## src/rtl/snake_pkg.sv

```systemverilog
// snake_pkg: direction encodings, button indices and the reversal test shared by the snake input path.
package snake_pkg;
  typedef logic [1:0] dir_t;
  localparam dir_t DIR_UP    = 2'b00;
  localparam dir_t DIR_DOWN  = 2'b01;
  localparam dir_t DIR_LEFT  = 2'b10;
  localparam dir_t DIR_RIGHT = 2'b11;
  localparam int BTN_UP    = 0;
  localparam int BTN_DOWN  = 1;
  localparam int BTN_LEFT  = 2;
  localparam int BTN_RIGHT = 3;
  localparam int BTN_START = 4;
  function automatic logic is_reverse(dir_t a, dir_t b);
    return (a[1] == b[1]) && (a[0] != b[0]);
  endfunction
endpackage

```

## src/rtl/snake_debounce.sv

```systemverilog
// snake_debounce: two-flop synchroniser plus stability counter producing one clean button level.
module snake_debounce #(
  parameter int DEBOUNCE_CYCLES = 250000
) (
  input  logic clk,
  input  logic reset,
  input  logic raw,
  output logic level
);
  localparam int CW = (DEBOUNCE_CYCLES > 1) ? $clog2(DEBOUNCE_CYCLES) : 1;
  localparam logic [CW-1:0] LAST = CW'(DEBOUNCE_CYCLES - 1);
  logic s1, s2;
  logic [CW-1:0] cnt;
  always_ff @(posedge clk or posedge reset) begin
    if (reset) begin
      s1    <= 1'b0;
      s2    <= 1'b0;
      level <= 1'b0;
      cnt   <= '0;
    end else begin
      s1 <= raw;
      s2 <= s1;
      if (s2 == level) cnt <= '0;
      else if (cnt == LAST) begin
        level <= ~level;
        cnt   <= '0;
      end else cnt <= cnt + 1'b1;
    end
  end
endmodule

```

## src/rtl/snake_input_conditioner.sv

```systemverilog
// snake_input_conditioner: debounces raw buttons and turns press edges into a safe direction and start pulse.
module snake_input_conditioner
  import snake_pkg::*;
#(
  parameter int         DEBOUNCE_CYCLES = 250000,
  parameter logic [1:0] RESET_DIR       = 2'b11
) (
  input  logic       clk,
  input  logic       reset,
  input  logic       btn_up,
  input  logic       btn_down,
  input  logic       btn_left,
  input  logic       btn_right,
  input  logic       btn_start,
  input  logic       move_tick,
  output logic [1:0] direction,
  output logic       start,
  output logic       dir_changed,
  output logic [4:0] btn_level
);
  logic [4:0] raw, level_d, press;
  dir_t last_moved_dir, cand, next_dir, next_last;
  logic accept;
  assign raw = {btn_start, btn_right, btn_left, btn_down, btn_up};
  for (genvar g = 0; g < 5; g++) begin : g_db
    snake_debounce #(.DEBOUNCE_CYCLES(DEBOUNCE_CYCLES)) u_db (
      .clk  (clk),
      .reset(reset),
      .raw  (raw[g]),
      .level(btn_level[g])
    );
  end
  assign start = press[BTN_START];
  always_comb begin
    cand = press[BTN_UP]   ? DIR_UP   :
           press[BTN_DOWN] ? DIR_DOWN :
           press[BTN_LEFT] ? DIR_LEFT : DIR_RIGHT;
    // Reversal is judged against the last direction the snake actually moved in.
    accept    = (|press[BTN_RIGHT:BTN_UP]) && !is_reverse(cand, last_moved_dir);
    next_dir  = press[BTN_START] ? RESET_DIR : accept ? cand : direction;
    next_last = press[BTN_START] ? RESET_DIR : move_tick ? direction : last_moved_dir;
  end
  always_ff @(posedge clk or posedge reset) begin
    if (reset) begin
      level_d        <= '0;
      press          <= '0;
      direction      <= RESET_DIR;
      last_moved_dir <= RESET_DIR;
      dir_changed    <= 1'b0;
    end else begin
      level_d        <= btn_level;
      press          <= btn_level & ~level_d;
      direction      <= next_dir;
      last_moved_dir <= next_last;
      dir_changed    <= next_dir != direction;
    end
  end
endmodule
```

## config.mk

```make
export PLATFORM = sky130hd
export DESIGN_NAME = snake_input_conditioner
export DESIGN_NICKNAME = d
export VERILOG_FILES = /design/src/rtl/snake_pkg.sv /design/src/rtl/snake_debounce.sv /design/src/rtl/snake_input_conditioner.sv
export SDC_FILE = /design/constraint.sdc
export NUM_CORES = 1
export LEC_CHECK = 0
export ABC_AREA = 1
export CORE_MARGIN = 2
export CORE_UTILIZATION = 65
export CTS_BUF_LIST = sky130_fd_sc_hd__clkbuf_8
export DETAILED_ROUTE_END_ITERATION = 10
export PLACE_DENSITY = 0.83
export RECOVER_POWER = 25
export SLEW_MARGIN = 25
export SYNTH_ARGS = -nofsm -noshare
export SYNTH_HDL_FRONTEND = slang
export SYNTH_HIERARCHICAL = 1
export SYNTH_SLANG_ARGS = --single-unit
```

## constraint.sdc

```tcl
create_clock -name clk -period 3.9 [get_ports clk]
set_input_delay 0.39 -clock clk [delete_from_list [all_inputs] [get_ports clk]]
set_output_delay 0.39 -clock clk [all_outputs]
set_load 0.02 [all_outputs]
```

[Yosys cells after proc, flatten, opt, wreduce, memory -nomap -nowiden]
Cells that the tools add are included.
Cells by class
  add/sub/neg operators: 5
  equal/unequal tests: 13
  mux-type cells: 17
  bitwise operators: 12
  reduce and logical (&&, ||, !) cells: 10
Operator list (count)
  $mux W18: 10
  $add A18 B1 Y18 const B: 5
  $eq A18 B18 Y1 const B: 5
  $mux W2: 6
  $not A1 Y1: 10
  $reduce_and A2 Y1: 5
  $eq A1 B1 Y1: 6
  $and A5 B5 Y5: 1
  $not A5 Y5: 1
  $reduce_or A4 Y1: 1
  $logic_and A1 B1 Y1: 2
  $ne A2 B2 Y1: 1
  $reduce_bool A2 Y1: 1
  $logic_not A1 Y1: 1
  $mux W1: 1
  $ne A1 B1 Y1: 1
Storage, ports and cells
  bits in registers: 120
  input port bits: 8
  output and inout port bits: 9
  logic and storage cells: 82

[Depth between registers and ports, before layout]
  word-level depth: 10
  gate-level depth with buffers: 12
  gate-level depth less buffers: 12

[Modules after synthesis]
Netlist, hierarchy kept.
Modules (own cells, without submodules)
  snake_debounce: times used 5, cells an instance 139, area each 1159.9 µm², sequential area each 525.5 µm²
  snake_input_conditioner: times used 1, cells an instance 64, area each 599.3 µm², sequential area each 380.4 µm²

[Worst setup path before layout]
OpenSTA, ideal clock, no wires.
  kind: register to register
  start: register g_db[0].u_db.level
  end: register g_db[0].u_db.cnt[7]
  setup time: 0.120 ns
  data arrival time: 1.212 ns
  data required time: 3.780 ns
  slack: 2.568 ns
  cell stages (with the launch flop): 5
  cell sequence: dfrtp_1 > xnor2_1 > inv_2 > nand2_4 > nor2_1
On the way
  word-level cells in the longest chain between the ends: 2
Ends and longest elaborated chain
  start, declared: RTL line snake_debounce.sv:8  | output logic level
  start signal, assigned: RTL line snake_debounce.sv:25  | level <= ~level;
  $eq A1 B1 Y1: RTL line snake_debounce.sv:23  | if (s2 == level) cnt <= '0;
  $mux W18: RTL line snake_debounce.sv:23
  end signal, assigned: RTL line snake_debounce.sv:27  | end else cnt <= cnt + 1'b1;
  end, declared: RTL line snake_debounce.sv:13  | logic [CW-1:0] cnt;
Every way passes these cells.
A chain may end at the register's enable or synchronous reset.

[Worst setup path in the final report]
  start: register direction[0]
  end: output port direction[0]
RTL lines
  start, declared: RTL line snake_input_conditioner.sv:16  | output logic [1:0] direction,
  start signal, assigned: RTL line snake_input_conditioner.sv:53  | direction <= next_dir;
No word-level cell between the ends.

==> flow_summary.html <==
<table>
<tr><th>Metric</th><th>Value</th></tr>
<tr><th colspan="2">GRT</th></tr>
<tr><td>Number of global-route vias before repair</td><td>4792</td></tr>
<tr><td>Total routing usage reported by global routing</td><td>0.2506</td></tr>
<tr><td>Pin count of the biggest net entering global routing</td><td>22</td></tr>
<tr><td>Leftover overflow at the end of global routing</td><td>0</td></tr>
<tr><td>Initial antenna violation count</td><td>0</td></tr>
<tr><td>First-pass GRT wire length</td><td>20500 um</td></tr>
<tr><th colspan="2">Logic synthesis</th></tr>
<tr><td>Syn Std Cell Area</td><td>6399 um2</td></tr>
<tr><td>Proportion of register bits with asynchronous set or reset after synthesis</td><td>1.000</td></tr>
<tr><td>Yosys warning total</td><td>6</td></tr>
<tr><td>Commonest register cell after synthesis</td><td>sky130_fd_sc_hd__dfrtp_1</td></tr>
<tr><td>Synthesized netlist cell count</td><td>759</td></tr>
<tr><td>Most frequent cells after synthesis</td><td>sky130_fd_sc_hd__nor2_1 (142), sky130_fd_sc_hd__dfrtp_1 (116), sky130_fd_sc_hd__nand2_1 (111)</td></tr>
<tr><td>Distinct cell type count after synthesis</td><td>23</td></tr>
<tr><td>Library cell with the highest instance count after synthesis</td><td>sky130_fd_sc_hd__nor2_1</td></tr>
<tr><td>Post-Syn Area per Cell</td><td>8.430 um2</td></tr>
<tr><td>Yosys top cell area share</td><td>0.4537</td></tr>
<tr><td>Proportion of synthesized chip area in sequential cells</td><td>0.4701</td></tr>
<tr><td>Post-synthesis cell type with the largest combined area</td><td>sky130_fd_sc_hd__dfrtp_1</td></tr>
<tr><td>Nets in the synthesized netlist</td><td>772</td></tr>
<tr><td>Cell types with the largest area share after synthesis</td><td>sky130_fd_sc_hd__dfrtp_1 (45%), sky130_fd_sc_hd__nor2_1 (8.3%), sky130_fd_sc_hd__nand2_1 (6.5%)</td></tr>
<tr><td>Count of state elements after synthesis</td><td>120</td></tr>
<tr><td>Count of flip-flops with a built-in enable after synthesis</td><td>0</td></tr>
<tr><th colspan="2">CTS</th></tr>
<tr><td>Total setup buffers inserted after CTS</td><td>0</td></tr>
<tr><td>Post_cts resized</td><td>0</td></tr>
<tr><td>H-tree level count</td><td>4</td></tr>
<tr><td>Cell at the root of the clock tree</td><td>sky130_fd_sc_hd__clkbuf_8</td></tr>
<tr><td>Clk sink count</td><td>120</td></tr>
<tr><td>Insertion delay to the later sink of the worst-skew pair</td><td>0.44 ns</td></tr>
<tr><td>Bufs on Longest Clock Path</td><td>2</td></tr>
<tr><td>TritonCTS clock tree</td><td>yes</td></tr>
<tr><td>Clock slew seen by the registers of the worst setup and hold paths</td><td>0.07 ns</td></tr>
<tr><td>Total CTS buffers</td><td>17</td></tr>
<tr><td>Hold buffers post-CTS</td><td>0</td></tr>
<tr><th colspan="2">Timing</th></tr>
<tr><td>Setup-violating endpoint count in the final report</td><td>0</td></tr>
<tr><td>Portion of the clock cycle consumed by the worst path in the final layout</td><td>0.5181</td></tr>
<tr><td>Measured slew at the worst slew-check pin</td><td>0.7996 ns</td></tr>
<tr><td>Top achievable clock speed</td><td>494.9 MHz</td></tr>
<tr><td>Total count of hold-check failures in the final report</td><td>0</td></tr>
<tr><td>Final max-slew violation count</td><td>0</td></tr>
<tr><td>Worst rel slew slack</td><td>0.4663</td></tr>
<tr><td>Crit path time final</td><td>2.021 ns</td></tr>
<tr><td>Worst Hold Margin</td><td>0.3419 ns</td></tr>
<tr><td>Final TNS setup</td><td>0 ns</td></tr>
<tr><td>Setup Skew</td><td>0.009091 ns</td></tr>
<tr><td>Setup repair after global routing missed its margin</td><td>false</td></tr>
<tr><th colspan="2">Setup path</th></tr>
<tr><td>Critical path startpoint category</td><td>flip-flop</td></tr>
<tr><td>Gate family responsible for the most delay along the worst path</td><td>buffers and inverters</td></tr>
<tr><td>Worst-path cell with the longest stage delay</td><td>sky130_fd_sc_hd__clkdlybuf4s50_1</td></tr>
<tr><td>Reg-to-Reg End</td><td>g_db[0].u_db/cnt[3]</td></tr>
<tr><td>Data required time of the critical path</td><td>3.51 ns</td></tr>
<tr><td>Total buffers and inverters traversed by the critical path</td><td>1</td></tr>
<tr><td>Biggest cell delay along the critical path</td><td>0.62 ns</td></tr>
<tr><td>Origin of the critical flop-to-flop path</td><td>g_db[0].u_db/level</td></tr>
<tr><td>Worst R2R Setup Slack</td><td>2.31 ns</td></tr>
<tr><td>Critical path fanouts, max</td><td>5</td></tr>
<tr><td>Worst setup path startpoint</td><td>direction[0]</td></tr>
<tr><td>CP Cell Sequence</td><td>clkdlybuf4s50_1</td></tr>
<tr><td>Critical Path Sink Type</td><td>output port</td></tr>
<tr><td>Arr. time, crit path</td><td>1.63 ns</td></tr>
<tr><td>Reg2Reg Depth</td><td>4</td></tr>
<tr><td>Setup CP Type</td><td>flip-flop to output port</td></tr>
<tr><th colspan="2">Floorplan</th></tr>
<tr><td>Die height</td><td>103.2 um</td></tr>
<tr><td>Effective utilization at floorplan</td><td>0.6607</td></tr>
<tr><td>Die width</td><td>103.2 um</td></tr>
<tr><td>Number of rows in the core area</td><td>36</td></tr>
<tr><td>Die Outline Area</td><td>10650 um2</td></tr>
<tr><td>Core Region</td><td>9684 um2</td></tr>
<tr><td>Ports placed on the boundary</td><td>17</td></tr>
<tr><th colspan="2">Layout</th></tr>
<tr><td>Footprint of the flip-flops and latches</td><td>3008 um2</td></tr>
<tr><td>Total of fill cells in the finished design</td><td>709</td></tr>
<tr><td>Area of the multi-input gates</td><td>2972 um2</td></tr>
<tr><td>Total number of nets in the final design</td><td>807</td></tr>
<tr><td>Non-Filler Cell Area, Final</td><td>7153 um2</td></tr>
<tr><td>Fin cells</td><td>940</td></tr>
<tr><td>Synthesis-to-finish area growth</td><td>11.79%</td></tr>
<tr><td>Final core utilization</td><td>0.7386</td></tr>
<tr><td>Fraction of final layout cells with drive strength greater than 1</td><td>0.2119</td></tr>
<tr><td>Ant. Diodes</td><td>0</td></tr>
<tr><th colspan="2">Hold path</th></tr>
<tr><td>Worst min path class</td><td>flip-flop to flip-flop</td></tr>
<tr><td>Worst hold start</td><td>g_db[0].u_db/s1</td></tr>
<tr><td>Cell depth of the worst hold path</td><td>0</td></tr>
<tr><td>Endpoint of the worst hold-timing path</td><td>g_db[0].u_db/s2</td></tr>
<tr><th colspan="2">Route</th></tr>
<tr><td>Number of search-and-repair iterations in the first detailed-routing pass</td><td>4</td></tr>
<tr><td>Routed length per instance</td><td>12.66 um</td></tr>
<tr><td>Average via count per standard cell</td><td>5.123</td></tr>
<tr><td>Number of vias after detailed routing</td><td>4816</td></tr>
<tr><td>Aggregate routed wire length</td><td>11910 um</td></tr>
<tr><td>Number of DRC violations after detailed routing</td><td>0</td></tr>
<tr><td>Number of DRC markers in iteration 0</td><td>202</td></tr>
<tr><td>Antenna viol nets, final</td><td>0</td></tr>
<tr><th colspan="2">Pwr</th></tr>
<tr><td>Combinational group share of total power</td><td>0.033</td></tr>
<tr><td>Share of power burned in registers</td><td>0.498</td></tr>
<tr><td>Switching power total</td><td>585.3 uW</td></tr>
<tr><td>Reported leakage power</td><td>0.003141 uW</td></tr>
<tr><td>IR Drop Worst-Case VDD</td><td>0.3480 mV</td></tr>
<tr><td>Fraction of power spent switching nets</td><td>0.2280</td></tr>
<tr><td>Internal Pwr Total</td><td>1982 uW</td></tr>
<tr><td>Power Dens Cells</td><td>358.8 nW/um2</td></tr>
<tr><td>Part of the total power dissipated in the clock network</td><td>0.469</td></tr>
<tr><th colspan="2">Placement</th></tr>
<tr><td>Port bufs</td><td>16</td></tr>
<tr><td>Placed Cells incl. Taps</td><td>908</td></tr>
<tr><td>GP Congestion</td><td>0.8559</td></tr>
<tr><td>Hpwl dp</td><td>8585 um</td></tr>
<tr><td>Placed Instance Area</td><td>6725 um2</td></tr>
<tr><th colspan="2">Job</th></tr>
<tr><td>Max-cap violation count</td><td>0</td></tr>
<tr><th colspan="2">Status</th></tr>
<tr><td>Outcome</td><td>finished clean</td></tr>
</table>
-- power by group through the flow --
stage / registers, uW / logic, uW / clock network, uW
detailed placement: 1300 / 88.2 / 0
CTS: 1280 / 88.6 / 1230
floorplan: 1300 / 61.8 / 0
global route: 1280 / 99.5 / 1300
global placement: 1300 / 84.3 / 0
finish: 1280 / 84.6 / 1200
-- cells in the final DEF, fill, tap and decap left out, types with 5 or more instances in the layout --
cell type                           n
sky130_fd_sc_hd__a211oi_1           5
sky130_fd_sc_hd__a21oi_1           32
sky130_fd_sc_hd__a21oi_2            5
sky130_fd_sc_hd__clkbuf_8          17
sky130_fd_sc_hd__clkdlybuf4s50_1   10
sky130_fd_sc_hd__clkinv_4           5
sky130_fd_sc_hd__dfrtp_1          116
sky130_fd_sc_hd__dlygate4sd3_1      6
sky130_fd_sc_hd__ha_1               5
sky130_fd_sc_hd__inv_1             89
sky130_fd_sc_hd__inv_2             20
sky130_fd_sc_hd__nand2_1          111
sky130_fd_sc_hd__nand2_2           30
sky130_fd_sc_hd__nand2_4           10
sky130_fd_sc_hd__nand3_1           49
sky130_fd_sc_hd__nand3_2           16
sky130_fd_sc_hd__nand4_1            7
sky130_fd_sc_hd__nor2_1           142
sky130_fd_sc_hd__nor2_2            30
sky130_fd_sc_hd__nor2_4            25
sky130_fd_sc_hd__nor3_1             5
sky130_fd_sc_hd__nor3b_1            5
sky130_fd_sc_hd__o21ai_0            7
sky130_fd_sc_hd__xnor2_1           15
sky130_fd_sc_hd__xor2_1            30
-- cell families after synthesis --
family                     Yosys count  share of synthesized area
and+or+nand+nor                    431                     0.3514
DFF                                120                     0.4701
buffers and inverters              109                    0.06394
AOI/OAI and AO/OA                   49                    0.04321
xor gates and xnor gates            45                    0.06160
adders and majority gates            5                   0.009777
-- registers in the layout, summed over array words and instances, names as in the netlist --
signal           flops
dir_changed          1
g_db.u_db/level      5
last_moved_dir       2
press                5
direction            2
level_d              5
g_db.u_db/s1         5
g_db.u_db/cnt       90
g_db.u_db/s2         5
-- layer usage --
metal / share of wire / vias up / global-route usage
met4: 0.014 / 0 / 0.09008
met1: 0.44 / 2307 / 0.3131
met3: 0.035 / 17 / 0.08199
li1: - / 2420 / -
met5: 0 / - / 0
met2: 0.51 / 72 / 0.4116
-- metrics by stage --
step	total power (uW)	setup slack, ns
5_1_grt	2684	1.799
6_report	2567	1.879
2_1_floorplan	1361	2.568
3_5_place_dp	1391	2.250
4_1_cts	2601	1.852
3_3_place_gp	1385	2.278
-- cell type report --
class | count | share of cell area
sequential | 120 | 0.4205
multi-input combinational | 530 | 0.4154
inverter | 109 | 0.05720
clock buffer | 17 | 0.03271
clock inverter | 15 | 0.02851
tap | 133 | 0.02326
timing repair buffer | 16 | 0.02239
-- how the worst max path moves through the flow --
stage,to,slack [ns],depth (start not counted)
finish,direction[0],1.88,1
global route,direction[0],1.80,1
CTS,direction[0],1.85,1
detailed placement,g_db[2].u_db/cnt[9],2.25,2
global placement,g_db[0].u_db/cnt[0],2.28,2
floorplan,g_db[0].u_db/cnt[7],2.57,4
(Power assumes the default switching activity.)
